**src/rtl/router_pkg.sv**
```systemverilog
// Shared definitions for the 1x3 router control FSM: one-hot state encoding,
// the invalid header address and the default wait-timeout length.
package router_pkg;

    typedef enum logic [7:0] {
        DECODE_ADDRESS     = 8'b0000_0001,
        LOAD_FIRST_DATA    = 8'b0000_0010,
        LOAD_DATA          = 8'b0000_0100,
        LOAD_PARITY        = 8'b0000_1000,
        FIFO_FULL_STATE    = 8'b0001_0000,
        LOAD_AFTER_FULL    = 8'b0010_0000,
        CHECK_PARITY_ERROR = 8'b0100_0000,
        WAIT_TILL_EMPTY    = 8'b1000_0000
    } state_t;

    localparam logic [1:0] ADDR_INVALID    = 2'd3;
    localparam int         TIMEOUT_DEFAULT = 1024;

    // Pick one of the three per-port flags by destination address; the
    // invalid address selects nothing.
    function automatic logic port_sel(input logic [2:0] flags, input logic [1:0] addr);
        logic sel;
        sel = 1'b0;
        case (addr)
            2'd0:    sel = flags[0];
            2'd1:    sel = flags[1];
            2'd2:    sel = flags[2];
            default: sel = 1'b0;
        endcase
        return sel;
    endfunction

endpackage

```
**src/rtl/router_fsm_if.sv**
```systemverilog
// Signal bundle between the router input side / register block / FIFO synchronizer
// (master) and the router control FSM (slave).
interface router_fsm_if;

    logic       pkt_valid;
    logic [1:0] data_in;
    logic       fifo_full;
    logic       fifo_empty_0;
    logic       fifo_empty_1;
    logic       fifo_empty_2;
    logic       soft_reset_0;
    logic       soft_reset_1;
    logic       soft_reset_2;
    logic       parity_done;
    logic       low_packet_valid;

    logic       detect_add;
    logic       lfd_state;
    logic       ld_state;
    logic       laf_state;
    logic       full_state;
    logic       rst_int_reg;
    logic       write_enb_reg;
    logic       busy;
    logic [1:0] addr_q;
    logic       timeout_drop;

    modport master (
        output pkt_valid, data_in, fifo_full,
        output fifo_empty_0, fifo_empty_1, fifo_empty_2,
        output soft_reset_0, soft_reset_1, soft_reset_2,
        output parity_done, low_packet_valid,
        input  detect_add, lfd_state, ld_state, laf_state, full_state,
        input  rst_int_reg, write_enb_reg, busy, addr_q, timeout_drop
    );

    modport slave (
        input  pkt_valid, data_in, fifo_full,
        input  fifo_empty_0, fifo_empty_1, fifo_empty_2,
        input  soft_reset_0, soft_reset_1, soft_reset_2,
        input  parity_done, low_packet_valid,
        output detect_add, lfd_state, ld_state, laf_state, full_state,
        output rst_int_reg, write_enb_reg, busy, addr_q, timeout_drop
    );

endinterface

```
**src/rtl/router_wait_timer.sv**
```systemverilog
// Cycle counter for the WAIT_TILL_EMPTY state: cleared while idle, counts while
// enabled, and flags expiry on the last allowed waiting cycle.
module router_wait_timer #(
    parameter int LIMIT = 1024,
    parameter int W     = 10
) (
    input  logic clk,
    input  logic reset,
    input  logic clr,
    input  logic en,
    output logic expire
);

    logic [W-1:0] count_reg;

    assign expire = (count_reg == W'(LIMIT - 1));

    always_ff @(posedge clk or posedge reset) begin
        if (reset) begin
            count_reg <= '0;
        end else if (clr) begin
            count_reg <= '0;
        end else if (en && !expire) begin
            count_reg <= count_reg + 1'b1;
        end
    end

endmodule

```
**src/rtl/router_fsm.sv**
```systemverilog
// Control FSM of the 1x3 router: sequences header/data/parity loading and FIFO writes.
// Optional wait timeout enabled by defining ROUTER_FSM_TIMEOUT_EN.
import router_pkg::*;

module router_fsm #(
    parameter int TIMEOUT_CYCLES = TIMEOUT_DEFAULT,
    parameter int TMR_W          = 10
) (
    input logic         clk,
    input logic         reset,
    router_fsm_if.slave bus
);

    state_t     state_reg, state_next;
    logic [1:0] addr_q_reg, addr_q_next;
    logic       timeout_drop_reg, timeout_drop_next;
    logic       timer_expire;

    logic [2:0] empty_vec;
    logic [2:0] soft_vec;
    logic       hdr_empty;
    logic       sel_empty;
    logic       sel_soft;

    assign empty_vec = {bus.fifo_empty_2, bus.fifo_empty_1, bus.fifo_empty_0};
    assign soft_vec  = {bus.soft_reset_2, bus.soft_reset_1, bus.soft_reset_0};
    assign hdr_empty = port_sel(empty_vec, bus.data_in);
    assign sel_empty = port_sel(empty_vec, addr_q_reg);
    assign sel_soft  = port_sel(soft_vec, addr_q_reg);

`ifdef ROUTER_FSM_TIMEOUT_EN
    // Timer runs only while waiting, so it restarts from zero on every WTE entry.
    router_wait_timer #(
        .LIMIT (TIMEOUT_CYCLES),
        .W     (TMR_W)
    ) u_wait_timer (
        .clk    (clk),
        .reset  (reset),
        .clr    (state_reg != WAIT_TILL_EMPTY),
        .en     (state_reg == WAIT_TILL_EMPTY),
        .expire (timer_expire)
    );
`else
    assign timer_expire = 1'b0;
`endif

    always_ff @(posedge clk or posedge reset) begin
        if (reset) begin
            state_reg        <= DECODE_ADDRESS;
            addr_q_reg       <= 2'd0;
            timeout_drop_reg <= 1'b0;
        end else begin
            state_reg        <= state_next;
            addr_q_reg       <= addr_q_next;
            timeout_drop_reg <= timeout_drop_next;
        end
    end

    always_comb begin
        state_next        = state_reg;
        addr_q_next       = addr_q_reg;
        timeout_drop_next = 1'b0;

        case (state_reg)
            DECODE_ADDRESS: begin
                if (bus.pkt_valid && (bus.data_in != ADDR_INVALID)) begin
                    addr_q_next = bus.data_in;
                    state_next  = hdr_empty ? LOAD_FIRST_DATA : WAIT_TILL_EMPTY;
                end
            end
            LOAD_FIRST_DATA: state_next = LOAD_DATA;
            LOAD_DATA: begin
                if (bus.fifo_full)       state_next = FIFO_FULL_STATE;
                else if (!bus.pkt_valid) state_next = LOAD_PARITY;
            end
            FIFO_FULL_STATE: begin
                if (!bus.fifo_full) state_next = LOAD_AFTER_FULL;
            end
            LOAD_AFTER_FULL: begin
                if (bus.parity_done)           state_next = DECODE_ADDRESS;
                else if (bus.low_packet_valid) state_next = LOAD_PARITY;
                else                           state_next = LOAD_DATA;
            end
            LOAD_PARITY: state_next = CHECK_PARITY_ERROR;
            CHECK_PARITY_ERROR: begin
                state_next = bus.fifo_full ? FIFO_FULL_STATE : DECODE_ADDRESS;
            end
            WAIT_TILL_EMPTY: begin
                // An emptied FIFO on the expiry cycle still gets the packet.
                if (sel_empty) begin
                    state_next = LOAD_FIRST_DATA;
                end else if (timer_expire) begin
                    state_next        = DECODE_ADDRESS;
                    timeout_drop_next = 1'b1;
                end
            end
            default: state_next = DECODE_ADDRESS;
        endcase

        // Read-timeout soft reset of the selected port aborts the packet from anywhere.
        if ((state_reg != DECODE_ADDRESS) && sel_soft) begin
            state_next        = DECODE_ADDRESS;
            timeout_drop_next = 1'b0;
        end
    end

    assign bus.detect_add    = (state_reg == DECODE_ADDRESS);
    assign bus.lfd_state     = (state_reg == LOAD_FIRST_DATA);
    assign bus.ld_state      = (state_reg == LOAD_DATA);
    assign bus.laf_state     = (state_reg == LOAD_AFTER_FULL);
    assign bus.full_state    = (state_reg == FIFO_FULL_STATE);
    assign bus.rst_int_reg   = (state_reg == CHECK_PARITY_ERROR);
    assign bus.write_enb_reg = (state_reg == LOAD_DATA) || (state_reg == LOAD_PARITY) ||
                               (state_reg == LOAD_AFTER_FULL);
    assign bus.busy          = (state_reg != DECODE_ADDRESS) && (state_reg != LOAD_DATA);
    assign bus.addr_q        = addr_q_reg;
    assign bus.timeout_drop  = timeout_drop_reg;

endmodule

```
**src/flat_wrapper.sv**
```systemverilog
// flat-port wrapper written by rule: the top's interface ports become plain ports
module router_fsm_flat 
#(
    parameter int TIMEOUT_CYCLES = TIMEOUT_DEFAULT,
    parameter int TMR_W          = 10
)
  (clk, reset, bus_pkt_valid, bus_data_in, bus_fifo_full, bus_fifo_empty_0, bus_fifo_empty_1, bus_fifo_empty_2, bus_soft_reset_0, bus_soft_reset_1, bus_soft_reset_2, bus_parity_done, bus_low_packet_valid, bus_detect_add, bus_lfd_state, bus_ld_state, bus_laf_state, bus_full_state, bus_rst_int_reg, bus_write_enb_reg, bus_busy, bus_addr_q, bus_timeout_drop);
  router_fsm_if bus_i ();
  input logic clk;
  input logic reset;
  input wire logic [$bits(bus_i.pkt_valid)-1:0] bus_pkt_valid;
  input wire logic [$bits(bus_i.data_in)-1:0] bus_data_in;
  input wire logic [$bits(bus_i.fifo_full)-1:0] bus_fifo_full;
  input wire logic [$bits(bus_i.fifo_empty_0)-1:0] bus_fifo_empty_0;
  input wire logic [$bits(bus_i.fifo_empty_1)-1:0] bus_fifo_empty_1;
  input wire logic [$bits(bus_i.fifo_empty_2)-1:0] bus_fifo_empty_2;
  input wire logic [$bits(bus_i.soft_reset_0)-1:0] bus_soft_reset_0;
  input wire logic [$bits(bus_i.soft_reset_1)-1:0] bus_soft_reset_1;
  input wire logic [$bits(bus_i.soft_reset_2)-1:0] bus_soft_reset_2;
  input wire logic [$bits(bus_i.parity_done)-1:0] bus_parity_done;
  input wire logic [$bits(bus_i.low_packet_valid)-1:0] bus_low_packet_valid;
  output wire logic [$bits(bus_i.detect_add)-1:0] bus_detect_add;
  output wire logic [$bits(bus_i.lfd_state)-1:0] bus_lfd_state;
  output wire logic [$bits(bus_i.ld_state)-1:0] bus_ld_state;
  output wire logic [$bits(bus_i.laf_state)-1:0] bus_laf_state;
  output wire logic [$bits(bus_i.full_state)-1:0] bus_full_state;
  output wire logic [$bits(bus_i.rst_int_reg)-1:0] bus_rst_int_reg;
  output wire logic [$bits(bus_i.write_enb_reg)-1:0] bus_write_enb_reg;
  output wire logic [$bits(bus_i.busy)-1:0] bus_busy;
  output wire logic [$bits(bus_i.addr_q)-1:0] bus_addr_q;
  output wire logic [$bits(bus_i.timeout_drop)-1:0] bus_timeout_drop;
  assign bus_i.pkt_valid = bus_pkt_valid;
  assign bus_i.data_in = bus_data_in;
  assign bus_i.fifo_full = bus_fifo_full;
  assign bus_i.fifo_empty_0 = bus_fifo_empty_0;
  assign bus_i.fifo_empty_1 = bus_fifo_empty_1;
  assign bus_i.fifo_empty_2 = bus_fifo_empty_2;
  assign bus_i.soft_reset_0 = bus_soft_reset_0;
  assign bus_i.soft_reset_1 = bus_soft_reset_1;
  assign bus_i.soft_reset_2 = bus_soft_reset_2;
  assign bus_i.parity_done = bus_parity_done;
  assign bus_i.low_packet_valid = bus_low_packet_valid;
  assign bus_detect_add = bus_i.detect_add;
  assign bus_lfd_state = bus_i.lfd_state;
  assign bus_ld_state = bus_i.ld_state;
  assign bus_laf_state = bus_i.laf_state;
  assign bus_full_state = bus_i.full_state;
  assign bus_rst_int_reg = bus_i.rst_int_reg;
  assign bus_write_enb_reg = bus_i.write_enb_reg;
  assign bus_busy = bus_i.busy;
  assign bus_addr_q = bus_i.addr_q;
  assign bus_timeout_drop = bus_i.timeout_drop;
  router_fsm #(.TIMEOUT_CYCLES(TIMEOUT_CYCLES), .TMR_W(TMR_W)) u_core (.clk(clk), .reset(reset), .bus(bus_i));
endmodule
```
**config.mk**
```make
export PLATFORM = sky130hd
export DESIGN_NAME = router_fsm_flat
export DESIGN_NICKNAME = d
export VERILOG_FILES = /design/src/rtl/router_pkg.sv /design/src/rtl/router_fsm_if.sv /design/src/rtl/router_wait_timer.sv /design/src/rtl/router_fsm.sv /design/src/flat_wrapper.sv
export SDC_FILE = /design/constraint.sdc
export NUM_CORES = 1
export LEC_CHECK = 0
export BUFFER_PORTS_ARGS = -buffer_cell sky130_fd_sc_hd__buf_4
export CAP_MARGIN = 40
export CORE_UTILIZATION = 40
export DETAILED_ROUTE_END_ITERATION = 8
export GPL_TIMING_DRIVEN = 1
export PLACE_DENSITY = 0.66
export SLEW_MARGIN = 30
export SYNTH_ARGS = -nofsm -noshare
export SYNTH_HDL_FRONTEND = slang
export SYNTH_HIERARCHICAL = 1
export SYNTH_SLANG_ARGS = --single-unit
export TNS_END_PERCENT = 10
```
**constraint.sdc**
```tcl
create_clock -name clk -period 5.7 [get_ports clk]
set_clock_uncertainty 0.1 [all_clocks]
set_input_delay 0.855 -clock clk [delete_from_list [all_inputs] [get_ports clk]]
set_output_delay 0.855 -clock clk [all_outputs]
set_load 0.02 [all_outputs]
```
## Word level (Yosys, flattened, before mapping)

Cells that the tools add are included.

| operators by class | value |
|---|---|
| add/subtract/negate cells | 0 |
| $mul | 0 |
| div/mod/pow operators | 0 |
| magnitude comparators | 0 |
| equal/unequal tests | 19 |
| shift operators | 0 |
| mux-type cells | 14 |
| bitwise logic cells | 0 |
| reductions and logical operators | 9 |

Operators with widths:

| cell | number |
|---|---|
| two-way mux 8 bit | 8 |
| one-hot mux 8 bit (8 select lines) | 1 |
| one-hot mux 1 bit (3 select lines) | 3 |
| equality test 8 x 1 -> 1 bit (second input constant) | 1 |
| equality test 8 x 2 -> 1 bit (second input constant) | 1 |
| equality test 8 x 3 -> 1 bit (second input constant) | 1 |
| equality test 8 x 4 -> 1 bit (second input constant) | 1 |
| equality test 8 x 5 -> 1 bit (second input constant) | 1 |
| equality test 8 x 6 -> 1 bit (second input constant) | 1 |
| equality test 8 x 7 -> 1 bit (second input constant) | 1 |
| equality test 8 bit (second input constant) | 1 |
| inequality test 8 x 1 -> 1 bit (second input constant) | 1 |
| inequality test 8 x 3 -> 1 bit (second input constant) | 1 |
| inequality test 3 x 1 -> 1 bit (second input constant) | 2 |
| two-way mux 5 bit | 1 |
| equality test 2 x 1 -> 1 bit (second input constant) | 2 |
| equality test 2 bit (second input constant) | 2 |
| zero test 2 bit | 2 |
| two-way mux 4 bit | 1 |
| inequality test 4 x 3 -> 1 bit (second input constant) | 1 |
| AND reduction 4 bit | 1 |
| logical AND 1 bit | 3 |
| inequality test 3 x 2 -> 1 bit (second input constant) | 1 |
| logical OR 1 bit | 2 |
| 2 further kinds | 2 |

| storage, ports and cells | value |
|---|---|
| register bits after elaboration | 10 |
| latch bits | 0 |
| RAM bits | 0 |
| memory bits (read-only) | 0 |
| bits of input ports | 14 |
| memories kept | 0 |

## Logic depth before layout (Yosys ltp)

| logic depth | value |
|---|---|
| word-level depth | 6 |
| gate-level depth with buffers | 5 |

## Worst setup path before layout

OpenSTA, ideal clock, no wires.

| timing path | value |
|---|---|
| kind | register -> output |
| start point | register u_core.state_reg[3] |
| end point | output port bus_write_enb_reg |
| arrival | 2.273 ns |
| path slack | 2.472 ns |
| stages on the path, launching flop included | 4 |
| path buffers | 0 |
| path through | dfrtp_1 > or4_4 > nor4_1 > or2_1 |

RTL lines:

| item | line | source |
|---|---|---|
| from (decl) | router_fsm.sv:14 | `state_t state_reg, state_next;` |
| from (signal assigned) | router_fsm.sv:53 | `state_reg <= state_next;` |
| equality test 8 x 6 -> 1 bit | - |  |
| named net bus_laf_state | flat_wrapper.sv:25 | `output wire logic [$bits(bus_i.laf_state)-1:0] bus_laf_state;` |
| logical OR 1 bit | router_fsm.sv:113 | `assign bus.write_enb_reg = (state_reg == LOAD_DATA) \|\| (state_reg == LOAD_PARITY) \|\|` |
| to (decl) | flat_wrapper.sv:28 | `output wire logic [$bits(bus_i.write_enb_reg)-1:0] bus_write_enb_reg;` |

The timed path passes the listed nets, and every way through them passes these cells.

## Worst setup path after layout

| timing path | value |
|---|---|
| start point | register u_core.state_reg[3] |
| end point | output port bus_write_enb_reg |

| on the way | value |
|---|---|
| cells in the longest elaborated chain, start to end | 3 |

Ends and longest elaborated chain:

| item | line |
|---|---|
| equality test 8 x 3 -> 1 bit or equality test 8 x 4 -> 1 bit (tied branches) | router_fsm.sv:113 |
| logical OR 1 bit | router_fsm.sv:113 |
| logical OR 1 bit * | router_fsm.sv:113 |

Mark *: on every way between the ends. The rest lies on a longest branch, timed or not.

==> flow_results.xml <==
<?xml version="1.0" encoding="UTF-8"?>
<metrics>
  <group name="synthesis">
    <metric name="syn-cell-area" unit="µm²">726</metric>
    <metric name="synth_area_leaders" unit="">dfrtp_1, mux2i_1, a2111oi_4</metric>
    <metric name="synth_edf_count" unit="">0</metric>
    <metric name="syn_inst" unit="">80</metric>
    <metric name="synth_top_area_share" unit="%">31.0</metric>
    <metric name="synth_largest_area_cell" unit="">dfrtp_1</metric>
    <metric name="ys_warn_count" unit="">6</metric>
    <metric name="post_synth_num_cell_types" unit="">36</metric>
    <metric name="synth_async_sr_flop_share" unit="%">100</metric>
    <metric name="synth.cells.most_frequent" unit="">dfrtp_1, inv_1, nor2_1, nand2_1</metric>
    <metric name="flop_and_latch_count_out_of_synthesis" unit="">10</metric>
    <metric name="postSynthNetCount" unit="">94</metric>
    <metric name="synth_seq_area_share" unit="%">34.7</metric>
    <metric name="synth_top_flop_cell" unit="">dfrtp_1</metric>
    <metric name="most_used_standard_cell_by_instance_count_after_synthesis" unit="">dfrtp_1</metric>
    <metric name="postSynthAreaPerCell" unit="µm²">9.07</metric>
  </group>
  <group name="run">
    <metric name="max_capacitance_violation_total" unit="">0</metric>
  </group>
  <group name="timing">
    <metric name="achievable-frequency" unit="MHz">309</metric>
    <metric name="totalNegativeSetupSlack" unit="ps">0</metric>
    <metric name="fin_crit" unit="ps">3230</metric>
    <metric name="slew-limit-headroom" unit="%">51.4</metric>
    <metric name="grt_setup_unrepaired" unit="">no</metric>
    <metric name="hold_violations" unit="">0</metric>
    <metric name="timing.hold.ws" unit="ps">475</metric>
    <metric name="timing.final.max_slew_violations" unit="">0</metric>
    <metric name="worst-slew-pin-transition" unit="ps">722</metric>
    <metric name="finalCritPeriodShare" unit="%">56.7</metric>
    <metric name="report.final.setup_viol" unit="">0</metric>
  </group>
  <group name="layout">
    <metric name="final_cells" unit="">131</metric>
    <metric name="antenna_cells_inserted" unit="">0</metric>
    <metric name="post-route-cell-area" unit="µm²">958</metric>
    <metric name="final_layout_size_suffix_gt1_share" unit="%">33.0</metric>
    <metric name="utilization" unit="%">56.1</metric>
    <metric name="largest_reg_flops" unit="">8</metric>
    <metric name="fill_cells" unit="">166</metric>
    <metric name="flow.area_growth_from_synthesis" unit="%">32.1</metric>
    <metric name="regArea" unit="µm²">251</metric>
    <metric name="finalNetCount" unit="">121</metric>
    <metric name="multiInputGateArea" unit="µm²">440</metric>
  </group>
  <group name="global_route">
    <metric name="wire_length_of_the_first_global_routing_pass" unit="mm">2.72</metric>
    <metric name="number_of_global_route_vias_before_repair" unit="">668</metric>
    <metric name="overflow" unit="">0</metric>
    <metric name="antenna_violations_before_repair" unit="">0</metric>
    <metric name="maximum_number_of_pins_on_one_net_before_global_route_repair" unit="">11</metric>
    <metric name="grt_use_total" unit="%">18.6</metric>
  </group>
  <group name="detailed_routing">
    <metric name="drc_violation_count_after_routing" unit="">0</metric>
    <metric name="wirelength" unit="mm">1.64</metric>
    <metric name="drt_iter0_drc" unit="">16</metric>
    <metric name="wl_per_cell" unit="µm">12.5</metric>
    <metric name="detailedRoute.firstPassIterationCount" unit="">4</metric>
    <metric name="vias" unit="">680</metric>
    <metric name="antenna_left" unit="">0</metric>
    <metric name="route.detailed.vias_per_inst" unit="">5.19</metric>
  </group>
  <group name="clock_network">
    <metric name="htree_levels" unit="">1</metric>
    <metric name="postCtsSetupBuffers" unit="">0</metric>
    <metric name="clock_sink_count" unit="">10</metric>
    <metric name="ctsLongestPathBuffers" unit="">2</metric>
    <metric name="worst_skew_pair.late_latency" unit="ps">250</metric>
    <metric name="cts_hold_repair.buffers" unit="">0</metric>
    <metric name="root_buffer" unit="">clkbuf_4</metric>
    <metric name="numCtsBuffers" unit="">3</metric>
    <metric name="tritoncts_clock_tree" unit="">built</metric>
    <metric name="cts_repair_resize_count" unit="">0</metric>
    <metric name="clkTransAtPathRegs" unit="ps">60</metric>
  </group>
  <group name="placement">
    <metric name="post-dp-hpwl" unit="mm">1.38</metric>
    <metric name="placement.io_buffers" unit="">23</metric>
    <metric name="placement.cell_area" unit="µm²">922</metric>
    <metric name="finalWeightedCongestion" unit="">0.807</metric>
    <metric name="numPlacedInstances" unit="">127</metric>
  </group>
  <group name="hold_path">
    <metric name="timing.hold.worst.class" unit="">input port to async pin</metric>
  </group>
  <group name="setup_path">
    <metric name="cell_with_the_largest_stage_delay_on_the_worst_path" unit="">nor4_1</metric>
    <metric name="critPathTopFamily" unit="">simple AND/OR/NAND/NOR gates</metric>
    <metric name="setup.worst_path.class" unit="">flop to output pin</metric>
    <metric name="timing.critical_path.arrival" unit="ps">2280</metric>
    <metric name="endpoint_kind" unit="">output pin</metric>
    <metric name="path_cells" unit="">or4_4 &gt; nor4_1 &gt; or2_1 &gt; buf_4</metric>
    <metric name="timing.critical_path.from_type" unit="">flop</metric>
    <metric name="critical_path.max_stage_delay" unit="ps">630</metric>
    <metric name="worstPathBufferInverterCount" unit="">1</metric>
    <metric name="timing.critical_path.fanout_max" unit="">5</metric>
    <metric name="worstPathRequired" unit="ps">4740</metric>
  </group>
  <group name="die">
    <metric name="floorplan.die.height" unit="µm">44.6</metric>
    <metric name="floorplan.initialDensity" unit="%">42.5</metric>
    <metric name="fp.dieArea" unit="µm²">1990</metric>
    <metric name="design.portCount" unit="">25</metric>
    <metric name="std_cell_rows" unit="">15</metric>
    <metric name="die_x" unit="µm">44.6</metric>
    <metric name="design.core.area" unit="µm²">1710</metric>
  </group>
  <group name="pwr">
    <metric name="p_sw" unit="mW">0.168</metric>
    <metric name="sequentialPowerShare" unit="%">29.4</metric>
    <metric name="power-per-cell-area" unit="nW/µm²">408</metric>
    <metric name="leakagePower" unit="nW">0.451</metric>
    <metric name="cell_internal_pwr" unit="mW">0.223</metric>
    <metric name="pwr-share-clk" unit="%">15.6</metric>
    <metric name="p_comb_share" unit="%">55.0</metric>
    <metric name="power_switching_share" unit="%">43.0</metric>
    <metric name="peak_supply_drop" unit="mV">0.252</metric>
  </group>
  <group name="outcome">
    <metric name="status" unit="">completed</metric>
  </group>
</metrics>
## per-stage QoR
stage          power [mW]  worst slack (ps)
3_3_place_gp        0.330              2880
2_1_floorplan       0.263              2470
3_5_place_dp        0.333              2750
5_1_grt             0.424              2310
4_1_cts             0.397              2470
6_report            0.391              2470
## power groups by stage
| stage | Sequential (mW) | Clock, mW | Combinational (mW) |
|---|---|---|---|
| after CTS | 0.115 | 0.0643 | 0.217 |
| after global placement | 0.116 | 0 | 0.214 |
| after global routing | 0.119 | 0.0684 | 0.236 |
| after detailed placement | 0.116 | 0 | 0.217 |
| final | 0.115 | 0.0610 | 0.215 |
| after floorplan | 0.119 | 0 | 0.144 |
## kinds of logic (layout without fill, tap and decap cells)
logic type,after synthesis,count (layout),share of synthesized area [%]
and+or+nand+nor,42,42,37.8
AOI/OAI and AO/OA,15,15,17.1
muxes,3,3,4.14
xor gates and xnor gates,1,1,1.21
DFF,10,10,34.7
buffers and inverters,8,34,4.66
other,1,1,0.517
## layer usage
layer	vias to the layer above	global-route usage (%)	share of wire, %
met5	-	0	0
met4	0	7.27	0.86
met3	2	1.22	4.6
met2	23	32.4	49
met1	307	24.0	46
li1	348	-	-
## worst paths after layout
check,startpoint,end,slack [ps],depth (start not counted)
worst max-delay path,u_core/state_reg[3],bus_write_enb_reg,2470,4
worst min-delay path,reset,u_core/bus.addr_q[0],480,2
worst max register to register,u_core/state_reg[3],u_core/state_reg[1],3390,5
worst min register to register,u_core/state_reg[3],u_core/state_reg[6],490,2
max in group asynchronous,reset,u_core/state_reg[0],4720,2
min in group clk,u_core/state_reg[3],u_core/state_reg[6],490,2
## layout by cell type, fill, tap and decap left out
cell and n:
buf_4 23, clkbuf_8 1, mux2i_1 3, nor4_2 2
a2111oi_0 1, nor2_1 7, or4_1 1, nor3_1 4
nand3b_1 3, nand4b_1 1, nand3_1 2, or2_1 1
conb_1 1, or2_2 1, nor2b_1 2, a21oi_1 1
a31oi_1 1, o22a_1 1, or2b_1 1, a2111oi_4 1
nand2_1 5, a21boi_0 2, a22oi_1 1, clkbuf_4 3
o22ai_1 1, dfrtp_1 9, a311o_1 1, nand2b_1 4
or4_4 1, dfstp_2 1, xnor2_1 1, nor4_1 4
and4b_1 1, o21ai_0 4, nand3_2 1, a32oi_1 1
inv_1 7, nor4_4 1
## area by class of cell
cell class	instances	share of cell area (%)
clock buffer	4	3.79
inverter	7	2.74
multi-input combinational	62	46.0
sequential	10	26.2
tap	25	3.26
timing repair buffer	23	18.0
Power figures use the tool's default switching activity.
